`src/rtl/rv32m_muldiv_unit.sv`:
```
// Iterative RV32M multiply/divide unit: 32-step shift-add multiply and restoring divide.
// Optional macro RV32M_FAST_MUL_EN: single-cycle combinational multiply (IDLE->FIX->DONE).
module rv32m_muldiv_unit #(
   parameter int XLEN       = 32,
   parameter int REG_ADDR_W = 5
) (
   input  logic                  clk,
   input  logic                  rst_n,
   input  logic                  start,
   input  logic [2:0]            funct3,
   input  logic [XLEN-1:0]       op_a,
   input  logic [XLEN-1:0]       op_b,
   input  logic [REG_ADDR_W-1:0] rd_in,
   output logic                  busy,
   output logic                  done,
   output logic [XLEN-1:0]       result,
   output logic [REG_ADDR_W-1:0] rd_out,
   output logic                  reg_write
);

   typedef enum logic [1:0] {S_IDLE, S_CALC, S_FIX, S_DONE} state_t;

   state_t                  state_q, state_d;
   logic [4:0]              cnt_q, cnt_d;
   logic [2*XLEN-1:0]       acc_q, acc_d;
   logic [XLEN-1:0]         opnd_q, opnd_d;
   logic [2:0]              f3_q, f3_d;
   logic                    negq_q, negq_d;
   logic                    negr_q, negr_d;
   logic [REG_ADDR_W-1:0]   rd_q, rd_d;
   logic [XLEN-1:0]         result_q, result_d;

   logic                    sgn_a, sgn_b, sign_a, sign_b;
   logic [XLEN-1:0]         a_mag, b_mag;
   logic                    div0, ovf;
   logic [XLEN:0]           mul_sum;
   logic [XLEN:0]           div_trial;
   logic [2*XLEN-1:0]       mul_step, div_step;
   logic [2*XLEN-1:0]       prod_fix;
   logic [XLEN-1:0]         quo_fix, rem_fix;
`ifdef RV32M_FAST_MUL_EN
   logic [2*XLEN-1:0]       fast_prod;
`endif

   // Operand decode and magnitudes; 0x80000000 negates to itself, read as unsigned
   always_comb begin
      sgn_a  = (funct3 == 3'b001) || (funct3 == 3'b010) || (funct3 == 3'b100) || (funct3 == 3'b110);
      sgn_b  = (funct3 == 3'b001) || (funct3 == 3'b100) || (funct3 == 3'b110);
      sign_a = sgn_a & op_a[XLEN-1];
      sign_b = sgn_b & op_b[XLEN-1];
      a_mag  = sign_a ? (~op_a + 1'b1) : op_a;
      b_mag  = sign_b ? (~op_b + 1'b1) : op_b;
      div0   = funct3[2] && (op_b == '0);
      ovf    = ((funct3 == 3'b100) || (funct3 == 3'b110)) &&
               (op_a == {1'b1, {(XLEN-1){1'b0}}}) && (op_b == '1);
`ifdef RV32M_FAST_MUL_EN
      fast_prod = {{XLEN{1'b0}}, a_mag} * {{XLEN{1'b0}}, b_mag};
`endif
   end

   // Iteration datapath: acc holds {hi, multiplier} for multiply, {remainder, dividend/quotient} for divide
   always_comb begin
      mul_sum   = {1'b0, acc_q[2*XLEN-1:XLEN]} + (acc_q[0] ? {1'b0, opnd_q} : '0);
      mul_step  = {mul_sum, acc_q[XLEN-1:1]};
      div_trial = {acc_q[2*XLEN-1:XLEN], acc_q[XLEN-1]} - {1'b0, opnd_q};
      div_step  = div_trial[XLEN] ? {acc_q[2*XLEN-2:0], 1'b0}
                                  : {div_trial[XLEN-1:0], acc_q[XLEN-2:0], 1'b1};
      prod_fix  = negq_q ? (~acc_q + 1'b1) : acc_q;
      quo_fix   = negq_q ? (~acc_q[XLEN-1:0] + 1'b1) : acc_q[XLEN-1:0];
      rem_fix   = negr_q ? (~acc_q[2*XLEN-1:XLEN] + 1'b1) : acc_q[2*XLEN-1:XLEN];
   end

   always_comb begin
      state_d  = state_q;
      cnt_d    = cnt_q;
      acc_d    = acc_q;
      opnd_d   = opnd_q;
      f3_d     = f3_q;
      negq_d   = negq_q;
      negr_d   = negr_q;
      rd_d     = rd_q;
      result_d = result_q;
      case (state_q)
         S_IDLE, S_DONE: begin
            if (start) begin
               f3_d   = funct3;
               rd_d   = rd_in;
               negq_d = sign_a ^ sign_b;
               negr_d = sign_a;
               cnt_d  = '0;
               if (div0) begin
                  result_d = funct3[1] ? op_a : '1;
                  state_d  = S_DONE;
               end else if (ovf) begin
                  result_d = funct3[1] ? '0 : op_a;
                  state_d  = S_DONE;
               end else if (funct3[2]) begin
                  acc_d   = {{XLEN{1'b0}}, a_mag};
                  opnd_d  = b_mag;
                  state_d = S_CALC;
               end else begin
`ifdef RV32M_FAST_MUL_EN
                  acc_d   = fast_prod;
                  state_d = S_FIX;
`else
                  acc_d   = {{XLEN{1'b0}}, b_mag};
                  opnd_d  = a_mag;
                  state_d = S_CALC;
`endif
               end
            end else begin
               state_d = S_IDLE;
            end
         end
         S_CALC: begin
            cnt_d = cnt_q + 1'b1;
            acc_d = f3_q[2] ? div_step : mul_step;
            if (cnt_q == 5'd31) state_d = S_FIX;
         end
         S_FIX: begin
            case (f3_q)
               3'b000:                 result_d = prod_fix[XLEN-1:0];
               3'b001, 3'b010, 3'b011: result_d = prod_fix[2*XLEN-1:XLEN];
               3'b100, 3'b101:         result_d = quo_fix;
               default:                result_d = rem_fix;
            endcase
            state_d = S_DONE;
         end
         default: state_d = S_IDLE;
      endcase
   end

   always_ff @(posedge clk or negedge rst_n) begin
      if (!rst_n) begin
         state_q  <= S_IDLE;
         cnt_q    <= '0;
         acc_q    <= '0;
         opnd_q   <= '0;
         f3_q     <= '0;
         negq_q   <= 1'b0;
         negr_q   <= 1'b0;
         rd_q     <= '0;
         result_q <= '0;
      end else begin
         state_q  <= state_d;
         cnt_q    <= cnt_d;
         acc_q    <= acc_d;
         opnd_q   <= opnd_d;
         f3_q     <= f3_d;
         negq_q   <= negq_d;
         negr_q   <= negr_d;
         rd_q     <= rd_d;
         result_q <= result_d;
      end
   end

   assign busy      = (state_q == S_CALC) || (state_q == S_FIX);
   assign done      = (state_q == S_DONE);
   assign reg_write = done && (rd_q != '0);
   assign result    = result_q;
   assign rd_out    = rd_q;

endmodule

```
`config.mk`:
```
export PLATFORM = sky130hd
export DESIGN_NAME = rv32m_muldiv_unit
export DESIGN_NICKNAME = d
export VERILOG_FILES = /design/src/rtl/rv32m_muldiv_unit.sv
export SDC_FILE = /design/constraint.sdc
export NUM_CORES = 1
export LEC_CHECK = 0
export BUFFER_PORTS_ARGS = -buffer_cell sky130_fd_sc_hd__buf_2
export CORE_MARGIN = 8
export CORE_UTILIZATION = 35
export CTS_BUF_LIST = sky130_fd_sc_hd__clkbuf_8 sky130_fd_sc_hd__clkbuf_16
export DETAILED_ROUTE_END_ITERATION = 8
export GPL_TIMING_DRIVEN = 0
export SLEW_MARGIN = 30
export SYNTH_ARGS = -nofsm -noshare
export SYNTH_HDL_FRONTEND = slang
export SYNTH_SLANG_ARGS = --single-unit
```
`constraint.sdc`:
```
create_clock -name clk -period 4.3 [get_ports clk]
set_input_delay 0 -clock clk [delete_from_list [all_inputs] [get_ports clk]]
set_output_delay 0 -clock clk [all_outputs]
set_load 0.02 [all_outputs]
```
==> results.toml, run 1 <==
[setup_path]
critPathLaunchType = "flop"
max_stage_delay_ns = 0.64
critPathBufInv = 2
crit_path_cell_trace = "inv_2 > ha_1 > fa_1 > nor2b_2 > o31a_1 > o41ai_1 > o21a_2 > o31ai_4 > nor3_1 > or4b_2 > buf_6 > mux2_2 > a221o_1"
crit_family = "compound AO/OA/AOI/OAI gates"
crit_fanout = 10
worstPathArrival_ns = 4.53
criticalPathCategory = "flop to flop"
crit_required_ns = 4.65
crit_slowest_cell = "or4b_2"
critPathCaptureType = "flop"

[timing]
tightest_slew_ns = 0.969
slew_viol_final = 0
timing.fmax_mhz = 239
fin_crit_sh_pct = 97.1
min_period_ns = 4.18
setup_viol = 0
layout_setup_ws_ns = 0.124
skew_ns = 0.0247
slew-limit-headroom_pct = 33.7
finalHoldViolations = 0

[place]
gp_congestion = 0.997
place_ws_ns = -0.472
port_buffers = 110
post-dp-hpwl_mm = 56.5

[synthesis]
ys_seq_area_share_pct = 23.1
yosys.cell_types.count = 73
avgSynthCellArea_sq_um = 7.27
synth-seq-cells = 145
synthFlopType = "dfrtp_1"
synth_edf_count = 0
syn_nets = 2310
syn_area_sq_um = 15700
synth_async_sr_flop_share_pct = 100
synth_cells = 2159
yosysWarnings = 0

[route]
met3_length_mm = 6.12
viasPerCell = 6.09
wl_met2_mm = 30.8
top_layer_used = "met4"
via_count = 17700
drtPass1Iterations = 5
drt-total-wl_mm = 70.8
drc = 0
drt_iter0_drc = 2117
wl_met1_mm = 30.1
wl_per_cell_um = 24.3
final_antenna_net_count = 0

[global_routing]
grt_start_max_net_pins = 83
antenna_found_initial = 1
grt_pass1_wl_mm = 106
grt.total_usage_pct = 26.2
grt_pass1_vias = 16900
grt_overflow_total = 0

[clock_tree]
htreeDepth = 4
clock-sinks = 145
path_clk_slew_ns = 0.09
cts_buffers = 17
clockRootBuffer = "clkbuf_16"
cts_tree = "built"
clk-insertion-delay-late_ns = 0.48
cts_buffer_depth = 2

[floorplanning]
start_util_pct = 35.5
die_h_um = 228
rows = 77
die_w_um = 228
ioPinCount = 115
die-area_sq_um = 51900
core_sq_um = 44200

[power]
p_leak_nw = 7.31
power_density_nw_per_um2 = 918
ir_drop_mv = 0.378
finalPower_mw = 16.4

[status]
status = "complete, no violations"

[layout]
nets = 2452
syn_to_final_growth_pct = 13.7
post_route_cells_drive_above_1_share_pct = 10.3
post-route-util_pct = 40.3

[min_path]
worstHoldPathType = "input pin to flop"

[run]
drv_cap = 0
-- sequential cells by signal, summed over array words and instances (netlist names) --
name and count:
opnd_q 32, state_q 2, rd_out 5, negq_q 1, f3_q 3, negr_q 1, result 32, cnt_q 5
acc_q 64
-- power breakdown --
| group | internal [mW] | total (mW) | switching [mW] |
|---|---|---|---|
| registers | 2.01 | 2.70 | 0.693 |
| logic | 4.12 | 12.0 | 7.90 |
| clock network | 0.887 | 1.65 | 0.765 |
-- worst min-delay path: stages --
cell and delay (ns):
buf_2 0.15, a2111oi_0 0.13, nor3_1 0.16
-- metrics by stage --
step                setup TNS [ns]  cells  cell area (sq um)  hold slack, ns
floorplan                        0   2159              15700          -0.296
detailed placement          -10.50   2862              17000         -0.0236
global route              -0.00947   2906              17800          0.0597
finish                           0   2907              17800          0.0267
global placement            -19.13   2861              17000           0.234
CTS                              0   2904              17800          0.0126
-- cells in the final DEF, fill, tap and decap left out, types with 65 or more instances in the layout --
cell and count:
inv_1 65, buf_2 118, xor2_1 65, dfrtp_1 143, xnor2_1 105, a21oi_1 189
clkbuf_1 134, nand2_1 212, o21ai_0 210, ha_1 74, nor2_1 271
-- logic make-up (layout without fill, tap and decap cells) --
kind of cell,after synthesis,after routing,synth area share (%)
simple gates,755,755,22.4
compound gates,704,704,27.9
buf+inv,230,385,5.62
xor+xnor,170,170,9.49
flops,145,145,23.1
mux,79,79,5.38
fa+ha+maj,76,76,6.16
other cells,0,1,0
-- worst paths after layout --
check	from	slack, ns	end	cells past startpoint
max	acc_q[31]	0.12	acc_q[56]	13
min	op_a[28]	0.03	result[28]	3
max reg2reg	acc_q[31]	0.12	acc_q[56]	13
min reg2reg	result[9]	0.47	result[9]	2
max in group asynchronous	rst_n	3.41	acc_q[40]	3
min in group asynchronous	rst_n	0.04	f3_q[0]	2
-- cell usage after synthesis (all sizes together) (21+ instances only) --
master / n / area share (%)
buf: 28 / 0.79
dfrtp: 145 / 23
a21o: 23 / 1.1
ha: 74 / 5.9
o31ai: 24 / 1.1
xor2: 65 / 3.6
mux2: 42 / 3.0
nor2: 271 / 6.5
a31oi: 26 / 1.0
inv: 67 / 1.6
nand2: 212 / 5.1
clkbuf: 135 / 3.2
o21ai: 212 / 6.8
mux2i: 37 / 2.4
nand3: 42 / 1.3
nor3: 47 / 1.5
a21oi: 191 / 6.1
o22ai: 22 / 0.88
a211oi: 45 / 2.2
nand4: 24 / 0.96
xnor2: 105 / 5.9
a22oi: 21 / 1.0
-- layer usage --
| layer | vias to the layer above | GRT usage (%) |
|---|---|---|
| met5 | - | 0 |
| met4 | 0 | 13.4 |
| met3 | 154 | 5.35 |
| met2 | 878 | 40.0 |
| met1 | 8576 | 34.7 |
| li1 | 8109 | - |
-- area by class of cell --
| cell class | count | area (sq um) |
|---|---|---|
| diodes | 1 | 2.50 |
| plain buffers | 163 | 651 |
| clock buffers | 17 | 425 |
| clock inverters | 15 | 194 |
| fillers | 4645 | 26400 |
| inverters | 67 | 251 |
| multi-input cells | 1784 | 11200 |
| flip-flops and latches | 145 | 3630 |
| well taps | 592 | 741 |
| repair buffers | 123 | 703 |
-- what timing repair did --
action | in CTS | in global routing
pin swaps | 1 | 3
setup buffers | 0 | 2
hold endpoints to repair | 98 | 0
hold buffers | 10 | 0
endpoints found under the setup margin | 41 | 38
gates resized for setup | 15 | 11
Note: power is estimated with default switching activity, not from simulation.
==> run 2: changes to the inputs <==
Settings changed: PLACE_DENSITY set to 0.51.
==> run 2 against run 1 <==
- the run now ends with negative hold slack left
- worst setup slack improved by 0.028 ns
- critical endpoint is now acc_q[62]
- final area up 0.15%
- sequential cell count is the same
- critical path type unchanged
- critical path depth is 1 higher
- non-clock buffer count stayed put
- sequential share of layout area about the same
- die area unchanged
- combinational power barely moved
- hold slack worse by 0.029 ns
- count of clock-buffer cells in the layout did not move
- highest routed layer unchanged
- global-route usage grew 0.63 points
- clock skew decreased by 0.0050 ns
- largest power group unchanged
==> results.toml, run 2 (same netlist as run 1, synthesis figures left out) <==
[status]
violations = "negative hold slack"
status = "complete, but fails checks"

[clock_tree]
path_clk_slew_ns = 0.08
cts_tree = "built"
cts_buffer_depth = 2
htreeDepth = 4
clockRootBuffer = "clkbuf_16"
cts_buffers = 17
clk-insertion-delay-late_ns = 0.47
clock-sinks = 145

[floorplanning]
die_h_um = 228
ioPinCount = 115
core_sq_um = 44200
start_util_pct = 35.5
die-area_sq_um = 51900
rows = 77
die_w_um = 228

[run]
drv_cap = 0

[power]
p_seq_share_pct = 16.9
switching_share_pct = 57.3
finalPower_mw = 16.5
power_density_nw_per_um2 = 925
power_frac_clock_pct = 10.1
switching_power_mw = 9.46
p_int_mw = 7.07
ir_drop_mv = 0.302
share_comb_of_total_power_pct = 73.0
p_leak_nw = 7.34

[global_routing]
grt_start_max_net_pins = 66
gr-usage-met2_pct = 41.0
gr-max-usage-layer = "met2"
grt_overflow_total = 0
use_met3_pct = 4.32
antenna_found_initial = 0
grt_pass1_vias = 16500
use_met1_pct = 37.2
grt.total_usage_pct = 26.8
grt_pass1_wl_mm = 107

[timing]
tightest_slew_ns = 0.993
rsz0062_at_grt = "no"
finalHoldViolations = 1
timing.fmax_mhz = 241
fin_crit_sh_pct = 96.5
slew-limit-headroom_pct = 33.4
whs_ns = -0.00198
slew_viol_final = 0
min_period_ns = 4.15
skew_ns = 0.0197
setup_viol = 0

[place]
dpl-instance-area_sq_um = 17100
port_buffers = 110
gp_congestion = 0.991
post-dp-hpwl_mm = 59.1
placedCellCount = 2863

[layout]
antenna_cells = 0
largest-register = "acc_q"
final_cells = 2906
post_route_cells_drive_above_1_share_pct = 10.2
largest_reg_flops = 64
syn_to_final_growth_pct = 13.9
final_cell_area_sq_um = 17900
final_common_cell = "nor2_1"
nets = 2452
layout_common_cells = "nor2_1, nand2_1, o21ai_0"

[route]
viasPerCell = 6.03
wl_per_cell_um = 25.2
drt-total-wl_mm = 73.1
via_count = 17500
drc = 0
final_antenna_net_count = 0
drtPass1Iterations = 6
drt_iter0_drc = 2004

[setup_path]
crit_path_cell_trace = "inv_1 > ha_1 > fa_1 > nor2b_2 > o31a_1 > o41ai_2 > o21a_2 > o31ai_4 > nor3_1 > or4b_2 > buf_4 > buf_2 > a31oi_1 > o211ai_1"
critPathCaptureType = "flop"
criticalPathCategory = "flop to flop"
crit_family = "compound AO/OA/AOI/OAI gates"
critPathLaunchType = "flop"
critPathBufInv = 3
crit_required_ns = 4.65
crit_cells = 14
worstPathArrival_ns = 4.50
max_stage_delay_ns = 0.63
crit_slowest_cell = "or4b_2"
reg2reg_depth = 14
crit_fanout = 10

[min_path]
worstHoldPathType = "input pin to async pin"
==> run 2: power groups by stage <==
stage               clock [mW]  combinational (mW)  sequential (mW)
floorplan                    0                7.79             2.65
global placement             0                11.6             2.76
detailed placement           0                11.6             2.78
CTS                       1.68                11.8             2.76
global route              1.73                13.0             2.86
finish                    1.66                12.1             2.80
==> run 2: final cells by class <==
cell class	count	area (sq um)
inverter	67	254
tap	592	741
timing repair buffer	124	731
fill	4721	26400
sequential	145	3630
multi-input combinational	1784	11200
buffer	162	643
clock buffer	17	425
clock inverter	15	201
==> run 2: layer usage <==
metal | wire (um) | share of wire [%] | vias to the layer above
li1 | - | - | 8093
met1 | 32700 | 45 | 8550
met2 | 31800 | 43 | 742
met3 | 5520 | 7.6 | 131
met4 | 3160 | 4.3 | 0
met5 | 0 | 0 | -
==> run 2: path summary, 6_finish.rpt <==
kind,slack (ns),startpoint,end
max,0.15,acc_q[31],acc_q[62]
min,-0.002,rst_n,acc_q[39]
max reg2reg,0.15,acc_q[31],acc_q[62]
min reg2reg,0.48,result[19],result[19]
max in group asynchronous,3.33,rst_n,rd_out[1]
min in group clk,0.03,op_a[28],result[28]
==> run 2: stage by stage <==
| stage | utilization [%] | TNS, ns | setup slack (ns) |
|---|---|---|---|
| 2_1_floorplan | - | 0 | 0.537 |
| 3_3_place_gp | 38.4 | -19.71 | -0.735 |
| 3_5_place_dp | 38.6 | -13.01 | -0.543 |
| 4_1_cts | 40.3 | 0 | 0.0126 |
| 5_1_grt | 40.4 | 0 | 0.00878 |
| 6_report | 40.4 | 0 | 0.152 |
==> run 2: timing repair <==
action,4_1_cts,5_1_grt
hold endpoints to repair,88,0
buffers inserted,1,1
resized for setup,11,15
hold buffers,10,0
pin swaps,1,2
setup endpoints to repair,42,40
